--- config.mk ---
export PLATFORM = sky130hd
export DESIGN_NAME = control_sequencer
export DESIGN_NICKNAME = d
export VERILOG_FILES = /design/src/rtl/cpu_ctl_pkg.sv /design/src/rtl/control_decode.sv /design/src/rtl/control_sequencer.sv
export SDC_FILE = /design/constraint.sdc
export NUM_CORES = 1
export LEC_CHECK = 0
export CAP_MARGIN = 20
export CORE_MARGIN = 1.5
export CORE_UTILIZATION = 53
export DETAILED_ROUTE_END_ITERATION = 7
export PLACE_DENSITY = 0.88
export RECOVER_POWER = 100
export SETUP_SLACK_MARGIN = 0.1
export SLEW_MARGIN = 25
export SYNTH_ARGS = -nofsm -noshare
export SYNTH_HDL_FRONTEND = slang
export SYNTH_SLANG_ARGS = --single-unit
--- constraint.sdc ---
create_clock -name clk -period 4.3 [get_ports clk]
set_input_delay 0.645 -clock clk [delete_from_list [all_inputs] [get_ports clk]]
set_output_delay 0.645 -clock clk [all_outputs]
set_load 0.01 [all_outputs]
--- src/rtl/cpu_ctl_pkg.sv ---
// Shared encodings, FSM state type and control-bundle layout for the
// decode-stage control sequencer.
package cpu_ctl_pkg;

    localparam logic [3:0] OP_HALT  = 4'b0000;
    localparam logic [3:0] OP_ADDI  = 4'b0001;
    localparam logic [3:0] OP_ORI   = 4'b0010;
    localparam logic [3:0] OP_BGT   = 4'b0100;
    localparam logic [3:0] OP_BLT   = 4'b0101;
    localparam logic [3:0] OP_BEQ   = 4'b0110;
    localparam logic [3:0] OP_JUMP  = 4'b0111;
    localparam logic [3:0] OP_LW    = 4'b1010;
    localparam logic [3:0] OP_SW    = 4'b1011;
    localparam logic [3:0] OP_LB    = 4'b1100;
    localparam logic [3:0] OP_SB    = 4'b1101;
    localparam logic [3:0] OP_TYPEA = 4'b1111;

    localparam logic [1:0] MD_ALU = 2'b00;
    localparam logic [1:0] MD_MUL = 2'b01;
    localparam logic [1:0] MD_DIV = 2'b10;

    localparam logic [1:0] ALU_ADD   = 2'b00;
    localparam logic [1:0] ALU_SUB   = 2'b01;
    localparam logic [1:0] ALU_FUNCT = 2'b10;
    localparam logic [1:0] ALU_OR    = 2'b11;

    localparam logic [1:0] RW_NONE = 2'b00;
    localparam logic [1:0] RW_RD   = 2'b01;
    localparam logic [1:0] RW_HILO = 2'b10;

    localparam logic [2:0] JB_NONE = 3'b000;
    localparam logic [2:0] JB_BLT  = 3'b001;
    localparam logic [2:0] JB_BGT  = 3'b010;
    localparam logic [2:0] JB_BEQ  = 3'b011;
    localparam logic [2:0] JB_JUMP = 3'b100;

    typedef enum logic [1:0] {
        ST_IDLE    = 2'b00,
        ST_MD_BUSY = 2'b01,
        ST_MD_WB   = 2'b10,
        ST_HALTED  = 2'b11
    } ctlState_t;

    typedef struct packed {
        logic       aluBType;
        logic       aluSrc;
        logic       zeroExtendFlag;
        logic       memRead;
        logic       memToReg;
        logic       memWrite;
        logic       storeByte;
        logic [1:0] aluControlOp;
        logic [1:0] regWrite;
        logic [2:0] jumpBranch;
    } ctlBundle_t;

    localparam ctlBundle_t BUNDLE_NONE = '{
        aluBType: 1'b0, aluSrc: 1'b0, zeroExtendFlag: 1'b0, memRead: 1'b0,
        memToReg: 1'b0, memWrite: 1'b0, storeByte: 1'b0,
        aluControlOp: ALU_ADD, regWrite: RW_NONE, jumpBranch: JB_NONE
    };

endpackage

--- src/rtl/control_decode.sv ---
// Combinational opcode/multiDiv decoder: produces the control bundle plus
// halt, multi-cycle and illegal classification flags.
module control_decode
    import cpu_ctl_pkg::*;
#(
    parameter int OPCODE_W = 4
) (
    input  logic [OPCODE_W-1:0] opcode,
    input  logic [1:0]          multiDiv,
    output ctlBundle_t          bundle,
    output logic                illegal,
    output logic                isHalt,
    output logic                isMultiDiv,
    output logic                mdOp
);

    logic highBits;

    // Any opcode bit above the 4-bit base field marks the instruction illegal.
    assign highBits = (opcode >> 3'd4) != {OPCODE_W{1'b0}};

    // Opcode map lookup; unlisted encodings fall through to illegal.
    always_comb begin
        bundle     = BUNDLE_NONE;
        illegal    = 1'b0;
        isHalt     = 1'b0;
        isMultiDiv = 1'b0;
        mdOp       = 1'b0;
        if (highBits) begin
            illegal = 1'b1;
        end else begin
            case (opcode[3:0])
                OP_TYPEA: begin
                    case (multiDiv)
                        MD_ALU: begin
                            bundle.aluBType     = 1'b1;
                            bundle.aluControlOp = ALU_FUNCT;
                            bundle.regWrite     = RW_RD;
                        end
                        MD_MUL: isMultiDiv = 1'b1;
                        MD_DIV: begin
                            isMultiDiv = 1'b1;
                            mdOp       = 1'b1;
                        end
                        default: illegal = 1'b1;
                    endcase
                end
                OP_ADDI: begin
                    bundle.aluSrc   = 1'b1;
                    bundle.regWrite = RW_RD;
                end
                OP_ORI: begin
                    bundle.aluSrc         = 1'b1;
                    bundle.zeroExtendFlag = 1'b1;
                    bundle.aluControlOp   = ALU_OR;
                    bundle.regWrite       = RW_RD;
                end
                OP_LW, OP_LB: begin
                    bundle.memRead  = 1'b1;
                    bundle.memToReg = 1'b1;
                    bundle.aluSrc   = 1'b1;
                    bundle.regWrite = RW_RD;
                end
                OP_SW: begin
                    bundle.memWrite = 1'b1;
                    bundle.aluSrc   = 1'b1;
                end
                OP_SB: begin
                    bundle.memWrite  = 1'b1;
                    bundle.storeByte = 1'b1;
                    bundle.aluSrc    = 1'b1;
                end
                OP_BLT: begin
                    bundle.aluControlOp = ALU_SUB;
                    bundle.jumpBranch   = JB_BLT;
                end
                OP_BGT: begin
                    bundle.aluControlOp = ALU_SUB;
                    bundle.jumpBranch   = JB_BGT;
                end
                OP_BEQ: begin
                    bundle.aluControlOp = ALU_SUB;
                    bundle.jumpBranch   = JB_BEQ;
                end
                OP_JUMP: bundle.jumpBranch = JB_JUMP;
                OP_HALT: isHalt = 1'b1;
                default: illegal = 1'b1;
            endcase
        end
    end

endmodule

--- src/rtl/control_sequencer.sv ---
// Decode-stage control sequencer: registers the decoded bundle, sequences
// multiply/divide with fetch stall, honours branch flushes and sticky halt.
module control_sequencer
    import cpu_ctl_pkg::*;
#(
    parameter int OPCODE_W   = 4,
    parameter int MD_LATENCY = 16
) (
    input  logic                clk,
    input  logic                resetN,
    input  logic                instrValid,
    output logic                instrReady,
    input  logic [OPCODE_W-1:0] opcode,
    input  logic [1:0]          multiDiv,
    input  logic                branchFlush,
    output logic                ctlValid,
    output logic                aluBType,
    output logic                aluSrc,
    output logic                zeroExtendFlag,
    output logic                memRead,
    output logic                memToReg,
    output logic                memWrite,
    output logic                storeByte,
    output logic [1:0]          aluControlOp,
    output logic [1:0]          regWrite,
    output logic [2:0]          jumpBranch,
    output logic                mdStart,
    output logic                mdOp,
    output logic                stall,
    output logic                halted,
    output logic                illegalOp
);

    localparam int                CNT_W    = $clog2(MD_LATENCY);
    localparam logic [CNT_W-1:0]  CNT_LOAD = CNT_W'(MD_LATENCY - 1);
    localparam logic [CNT_W-1:0]  CNT_ZERO = {CNT_W{1'b0}};
    localparam logic [CNT_W-1:0]  CNT_ONE  = CNT_W'(1);

    ctlState_t        stateR, stateNext;
    logic [CNT_W-1:0] cntR, cntNext;
    ctlBundle_t       bundleR, bundleNext, decBundle;
    logic             ctlValidR, ctlValidNext;
    logic             mdStartR, mdStartNext;
    logic             mdOpR, mdOpNext;
    logic             stallR, stallNext;
    logic             haltedR, haltedNext;
    logic             illegalR, illegalNext;
    logic             decIllegal, decHalt, decMultiDiv, decMdOp;
    logic             accept;

    control_decode #(.OPCODE_W(OPCODE_W)) uDecode (
        .opcode     (opcode),
        .multiDiv   (multiDiv),
        .bundle     (decBundle),
        .illegal    (decIllegal),
        .isHalt     (decHalt),
        .isMultiDiv (decMultiDiv),
        .mdOp       (decMdOp)
    );

    assign instrReady = !stallR && !haltedR;
    assign accept     = instrValid && instrReady;

    // Next-state and next-output logic; a flushed accept leaves no trace.
    always_comb begin
        stateNext    = stateR;
        cntNext      = cntR;
        bundleNext   = BUNDLE_NONE;
        ctlValidNext = 1'b0;
        mdStartNext  = 1'b0;
        mdOpNext     = mdOpR;
        stallNext    = 1'b0;
        haltedNext   = haltedR;
        illegalNext  = illegalR;
        case (stateR)
            ST_IDLE: begin
                if (accept && !branchFlush) begin
                    if (decIllegal) begin
                        stateNext   = ST_HALTED;
                        haltedNext  = 1'b1;
                        illegalNext = 1'b1;
                    end else if (decHalt) begin
                        stateNext    = ST_HALTED;
                        ctlValidNext = 1'b1;
                    end else if (decMultiDiv) begin
                        stateNext   = ST_MD_BUSY;
                        cntNext     = CNT_LOAD;
                        mdStartNext = 1'b1;
                        mdOpNext    = decMdOp;
                        stallNext   = 1'b1;
                    end else begin
                        ctlValidNext = 1'b1;
                        bundleNext   = decBundle;
                    end
                end else begin
                    stateNext = ST_IDLE;
                end
            end
            ST_MD_BUSY: begin
                stallNext = 1'b1;
                if (cntR == CNT_ZERO) begin
                    stateNext           = ST_MD_WB;
                    ctlValidNext        = 1'b1;
                    bundleNext.regWrite = RW_HILO;
                end else begin
                    cntNext = cntR - CNT_ONE;
                end
            end
            ST_MD_WB: begin
                stateNext = ST_IDLE;
                mdOpNext  = 1'b0;
            end
            ST_HALTED: begin
                // halted follows the halt pulse by one cycle
                haltedNext = 1'b1;
            end
            default: begin
                stateNext = ST_IDLE;
            end
        endcase
    end

    // State, counter and output registers.
    always_ff @(posedge clk or negedge resetN) begin
        if (!resetN) begin
            stateR    <= ST_IDLE;
            cntR      <= CNT_ZERO;
            bundleR   <= BUNDLE_NONE;
            ctlValidR <= 1'b0;
            mdStartR  <= 1'b0;
            mdOpR     <= 1'b0;
            stallR    <= 1'b0;
            haltedR   <= 1'b0;
            illegalR  <= 1'b0;
        end else begin
            stateR    <= stateNext;
            cntR      <= cntNext;
            bundleR   <= bundleNext;
            ctlValidR <= ctlValidNext;
            mdStartR  <= mdStartNext;
            mdOpR     <= mdOpNext;
            stallR    <= stallNext;
            haltedR   <= haltedNext;
            illegalR  <= illegalNext;
        end
    end

    assign ctlValid       = ctlValidR;
    assign aluBType       = bundleR.aluBType;
    assign aluSrc         = bundleR.aluSrc;
    assign zeroExtendFlag = bundleR.zeroExtendFlag;
    assign memRead        = bundleR.memRead;
    assign memToReg       = bundleR.memToReg;
    assign memWrite       = bundleR.memWrite;
    assign storeByte      = bundleR.storeByte;
    assign aluControlOp   = bundleR.aluControlOp;
    assign regWrite       = bundleR.regWrite;
    assign jumpBranch     = bundleR.jumpBranch;
    assign mdStart        = mdStartR;
    assign mdOp           = mdOpR;
    assign stall          = stallR;
    assign halted         = haltedR;
    assign illegalOp      = illegalR;

endmodule
; Word-level counts from Yosys, hierarchy flattened
; Index checks and enable logic that the tools add are counted.
[word_totals]
latchBits = 0
regBits = 26
memories = 0
word_cells = 128
output_inout_bits = 21
romBits = 0
in_bits = 10
ramBits = 0
[classes]
addsub = 1
div_mod_pow = 0
shifts = 0
n_lt_le_gt_ge = 0
mux = 58
n_mul = 0
eq_ne = 24
reduce_logical = 27
bitwise_logic = 0
[ops]
columns = op, n
row1 = two-way mux 14 bit, 4
row2 = two-way mux 1 bit, 28
row3 = two-way mux 4 bit, 6
row4 = "equality test 4 bit, second input constant", 5
row5 = "equality test 4 x 3 -> 1 bit, second input constant", 4
row6 = two-way mux 2 bit, 7
row7 = "!= test 2 bit, second input constant", 7
row8 = one-hot mux 2 bit (3 select lines), 2
row9 = one-hot mux 3 bit (4 select lines), 1
row10 = OR reduction 11 bit, 1
row11 = one-hot mux 1 bit (2 select lines), 5
row12 = two-way mux 9 bit, 1
row13 = AND reduction 3 bit, 3
row14 = zero test 4 bit, 2
row15 = one-hot mux 2 bit (2 select lines), 2
row16 = one-hot mux 4 bit (2 select lines), 1
row17 = "equality test 2 bit, second input constant", 3
row18 = AND reduction 6 bit, 1
row19 = nonzero test 2 bit, 3
row20 = OR reduction 2 bit, 3
row21 = OR reduction 3 bit, 2
row22 = OR reduction 6 bit, 1
row23 = "!= test 5 bit, second input constant", 1
row24 = AND reduction 5 bit, 1
row25 = other kinds (10), 16

; Longest topological paths before layout
[depth]
word_depth = 9
ltp_mapped = 10
ltp_nobuf = 8

; By module
; From an unflattened synthesis, not the netlist that was laid out.
[unflattened]
cells_unflattened = 147
hier_area_um2 = 1466.4
[by_module_without_submodules]
columns = mod, cells_per_inst, n_inst, area_per_inst_um2, seq_area_each_um2
row1 = control_sequencer, 99, 1, 1162.4, 650.6
row2 = control_decode, 48, 1, 304.0, 0.0

; Worst setup path before layout
; OpenSTA, ideal clock, no wires.
[synth_path]
path_kind = input-to-reg
startpoint = input port opcode[1]
endpoint = register cntR[2]
t_arrival_ns = 2.158
path_stages = 6
setup_ns = 0.126
path_slack_ns = 2.015
required_ns = 4.174
path_buffers = 1
cell_sequence = buf_2 clkinv_1 o31ai_1 or4_4 a21oi_1 a311o_1
[synth_between]
elab_chain_len = 5
elab_cells_between_ends = 20
cone_classes = 14 x eq/ne / 3 x mux / 3 x reduce/logical
[synth_lines]
columns = item, line
row1 = "start, declared", control_sequencer.sv:13  ; input logic [OPCODE_W-1:0] opcode,
row2 = "equality test 4 x 3 -> 1 bit, or another cell as far along", control_decode.sv:32  ; case (opcode[3:0])
row3 = OR reduction 11 bit (no line), -
row4 = one-hot mux 1 bit (2 select lines), control_decode.sv:32
row5 = != test 2 bit (no line), -
row6 = AND reduction 6 bit (no line) (*), -
row7 = "end signal, assigned", control_sequencer.sv:137  ; cntR <= cntNext;
row8 = "end, declared", control_sequencer.sv:40  ; logic [CNT_W-1:0] cntR, cntNext;
; Every way passes the cells marked *; elsewhere a longest branch is shown, timed or not.
; A chain may end at the register's enable or synchronous reset.

; Worst setup path in the final report
[layout_path]
startpoint = input port opcode[2]
endpoint = register cntR[0]
; The elaborated chain is that of the path after synthesis.

==> flow_metrics.env <==
export IMPL_outcome="finished clean"
export IMPL_finalPower_mw=0.398
export IMPL_syn_inst=136
export IMPL_antenna_found_initial=0
export IMPL_dr_pass1_iters=4
export IMPL_io_buffers=30
export IMPL_synth_edff_count=0
export IMPL_hold_start="illegalOp"
export IMPL_worstMarginPinSlew_ns=1.27
export IMPL_grt_overflow_total=0
export IMPL_synth_most_common_cell="dfrtp_1"
export IMPL_grt_pass1_vias=1003
export IMPL_fin_crit_ns=2.80
export IMPL_synthToLayoutAreaGrowth_pct=22.6
export IMPL_clk_path_buf_depth=2
export IMPL_rsz0062_at_grt="no"
export IMPL_diodes=0
export IMPL_final_area_sq_um=1630
export IMPL_setup_tns_final_ns=0
export IMPL_grt_max_degree=26
export IMPL_async_flop_share_pct=100
export IMPL_drcViolationCount=0
export IMPL_worst_slack_ns=1.50
export IMPL_ys_flop_type="dfrtp_1"
export IMPL_drt_wirelength_per_cell_um=12.9
export IMPL_finalClockSkew_ns=0.00311
export IMPL_dieHeight_um=53.1
export IMPL_relSlewSlack_pct=15.2
export IMPL_drive_above_1_share_pct=3.68
export IMPL_cts_max_level=1
export IMPL_required_ns=4.54
export IMPL_syn_area_sq_um=1330
export IMPL_syn_nets=154
export IMPL_p_leak_nw=0.830
export IMPL_hold_depth=1
export IMPL_grt_pass1_wl_um=4200
export IMPL_pwr_share_clk_pct=26.2
export IMPL_ctsResizeCount=0
export IMPL_clkSlewWorstSetupHoldPaths_ns=0.13
export IMPL_max_freq_mhz=358
export IMPL_core_area_sq_um=2300
export IMPL_p_int_mw=0.298
export IMPL_post_dp_cell_area_sq_um=1630
export IMPL_p_switching_mw=0.100
export IMPL_cts_sinks=25
export IMPL_rr_endpoint="cntR[0]"
export IMPL_fillers=176
export IMPL_yosys_top_cells_area="dfrtp_1 47%, ha_1 7.5%, nor2_1 5.6%"
export IMPL_hold_path_endpoint="illegalOp"
export IMPL_yosys_area_top_type="dfrtp_1"
export IMPL_finalMaxSlewViolations=0
export IMPL_num_rows=17
export IMPL_gp_congestion=0.776
export IMPL_drtAntennaViolNets=0
export IMPL_r2r_slack_ns=1.90
export IMPL_via_per_inst=5.59
export IMPL_start_kind="input port"
export IMPL_clock_tree_root_cell="clkbuf_4"
export IMPL_floorplan_initialDensity_pct=58.0
export IMPL_finalSetupViolCount=0
export IMPL_r2r_start="halted"
export IMPL_grtUsageTotal_pct=20.5
export IMPL_wl_um=2470
export IMPL_pwr_share_seq_pct=61.2
export IMPL_postCtsSetupRepairBufs=0
export IMPL_syn_area_per_cell_sq_um=9.80
export IMPL_numCtsBuffers=3
export IMPL_powerDensity_nw_per_um2=244
export IMPL_timing_final_crit_share_pct=65.0
export IMPL_hold_path_class="flop to flop"
export IMPL_cts_tree="built"
export IMPL_synth_seq_cells=25
export IMPL_hpwl_um=1940
export IMPL_initialDrtViolationCount=21
export IMPL_ys_warn_count=0
export IMPL_synth_distinct_cells=39
export IMPL_yosys_area_top_type_share_pct=46.9
export IMPL_vias=1067
export IMPL_worst_path_max_fanout=12
export IMPL_design_die_area_sq_um=2820
export IMPL_r2r_cells=5
export IMPL_insertion_delay_ns=0.32
export IMPL_max_cap_violations=0
export IMPL_netlist_top_cells_count="25 x dfrtp_1, 20 x nor2_1, 13 x inv_1"
export IMPL_holdBufCountCts=0
export IMPL_ir_drop_mv=0.202
export IMPL_crit_arrival_ns=3.04
export IMPL_path_class="input port to flop"
export IMPL_comb_power_share_pct=12.6
export IMPL_cp_end_kind="flop"
export IMPL_nets=182
export IMPL_die_w_um=53.1
export IMPL_hold_viol=0
export IMPL_dp_slack_ns=1.27
export IMPL_ys_seq_area_share_pct=46.9
export IMPL_p_sw_share_pct=25.2
export IMPL_ioPinCount=31
power by group through the flow:
stage,combinational [mW],sequential (mW),clock (mW)
final,0.0501,0.244,0.104
after global routing,0.0562,0.245,0.111
after CTS,0.0535,0.244,0.106
after floorplan,0.0263,0.250,0
after global placement,0.0512,0.249,0
after detailed placement,0.0533,0.249,0
cell families (layout without fill, tap and decap cells):
logic type	Yosys count	after routing	share of synthesized area, %
mux	4	4	3.10
fa+ha+maj	8	8	7.51
xor+xnor	3	3	1.97
flops	25	25	46.9
buf+inv	21	48	6.85
simple gates	51	51	19.3
compound gates	24	24	14.3
worst max-delay path by stage:
stage,startpoint,end,slack (ns),depth (start not counted)
after floorplan,opcode[1],cntR[2],2.02,6
after global placement,opcode[1],cntR[2],1.35,5
after detailed placement,opcode[1],cntR[2],1.27,6
after CTS,opcode[1],cntR[2],1.62,6
after global routing,opcode[2],cntR[1],1.30,6
final,opcode[2],cntR[0],1.50,6
layout make-up:
type	instances	area, sq um	area share (%)
Multi-Input combinational cell	90	601	36.8
Inverter	14	52.6	3.22
Tap cell	28	35.0	2.14
Timing Repair Buffer	30	294	18.0
Clock buffer	4	26.3	1.61
Sequential cell	25	626	38.3
worst max-delay path, stage by stage:
cell	delay [ns]
dlygate4sd3_1	0.76
and2_0	0.30
nand4_1	0.32
o41ai_1	0.67
a21oi_1	0.15
a41oi_1	0.18
placed cells by master, fill, tap and decap left out, drive strengths merged, types with 3 or more instances in the layout:
master,n
dfrtp,25
dlygate4sd3,24
nor2,20
inv,13
a21oi,9
nand2,8
ha,8
nand2b,5
clkdlybuf4s50,5
clkbuf,5
mux2i,3
nor3,3
a41oi,3
o41ai,3
flip-flops by register name, summed over array words and instances (netlist names):
name / cells
illegalOp: 1
aluControlOp: 2
jumpBranch: 3
storeByte: 1
mdOp: 1
zeroExtendFlag: 1
stall: 1
aluBType: 1
stateR: 2
cntR: 4
mdStart: 1
halted: 1
aluSrc: 1
regWrite: 2
memRead: 1
ctlValid: 1
memWrite: 1
metrics by stage:
step | utilization (%) | hold slack, ns | std cells
final | 71.1 | 0.473 | 191
after global routing | 71.1 | 0.520 | 191
after CTS | 72.1 | 0.487 | 191
after detailed placement | 70.9 | 0.457 | 187
after global placement | 70.9 | 0.453 | 187
after floorplan | - | 0.349 | 136
layer usage:
| layer | GRT usage [%] | wire length, um | vias to the layer above |
|---|---|---|---|
| met5 | 0 | 0 | - |
| met4 | 6.84 | 36 | 0 |
| met3 | 2.54 | 107 | 5 |
| met2 | 35.8 | 1220 | 33 |
| met1 | 26.0 | 1100 | 508 |
| li1 | - | - | 521 |
(Power assumes the default switching activity.)
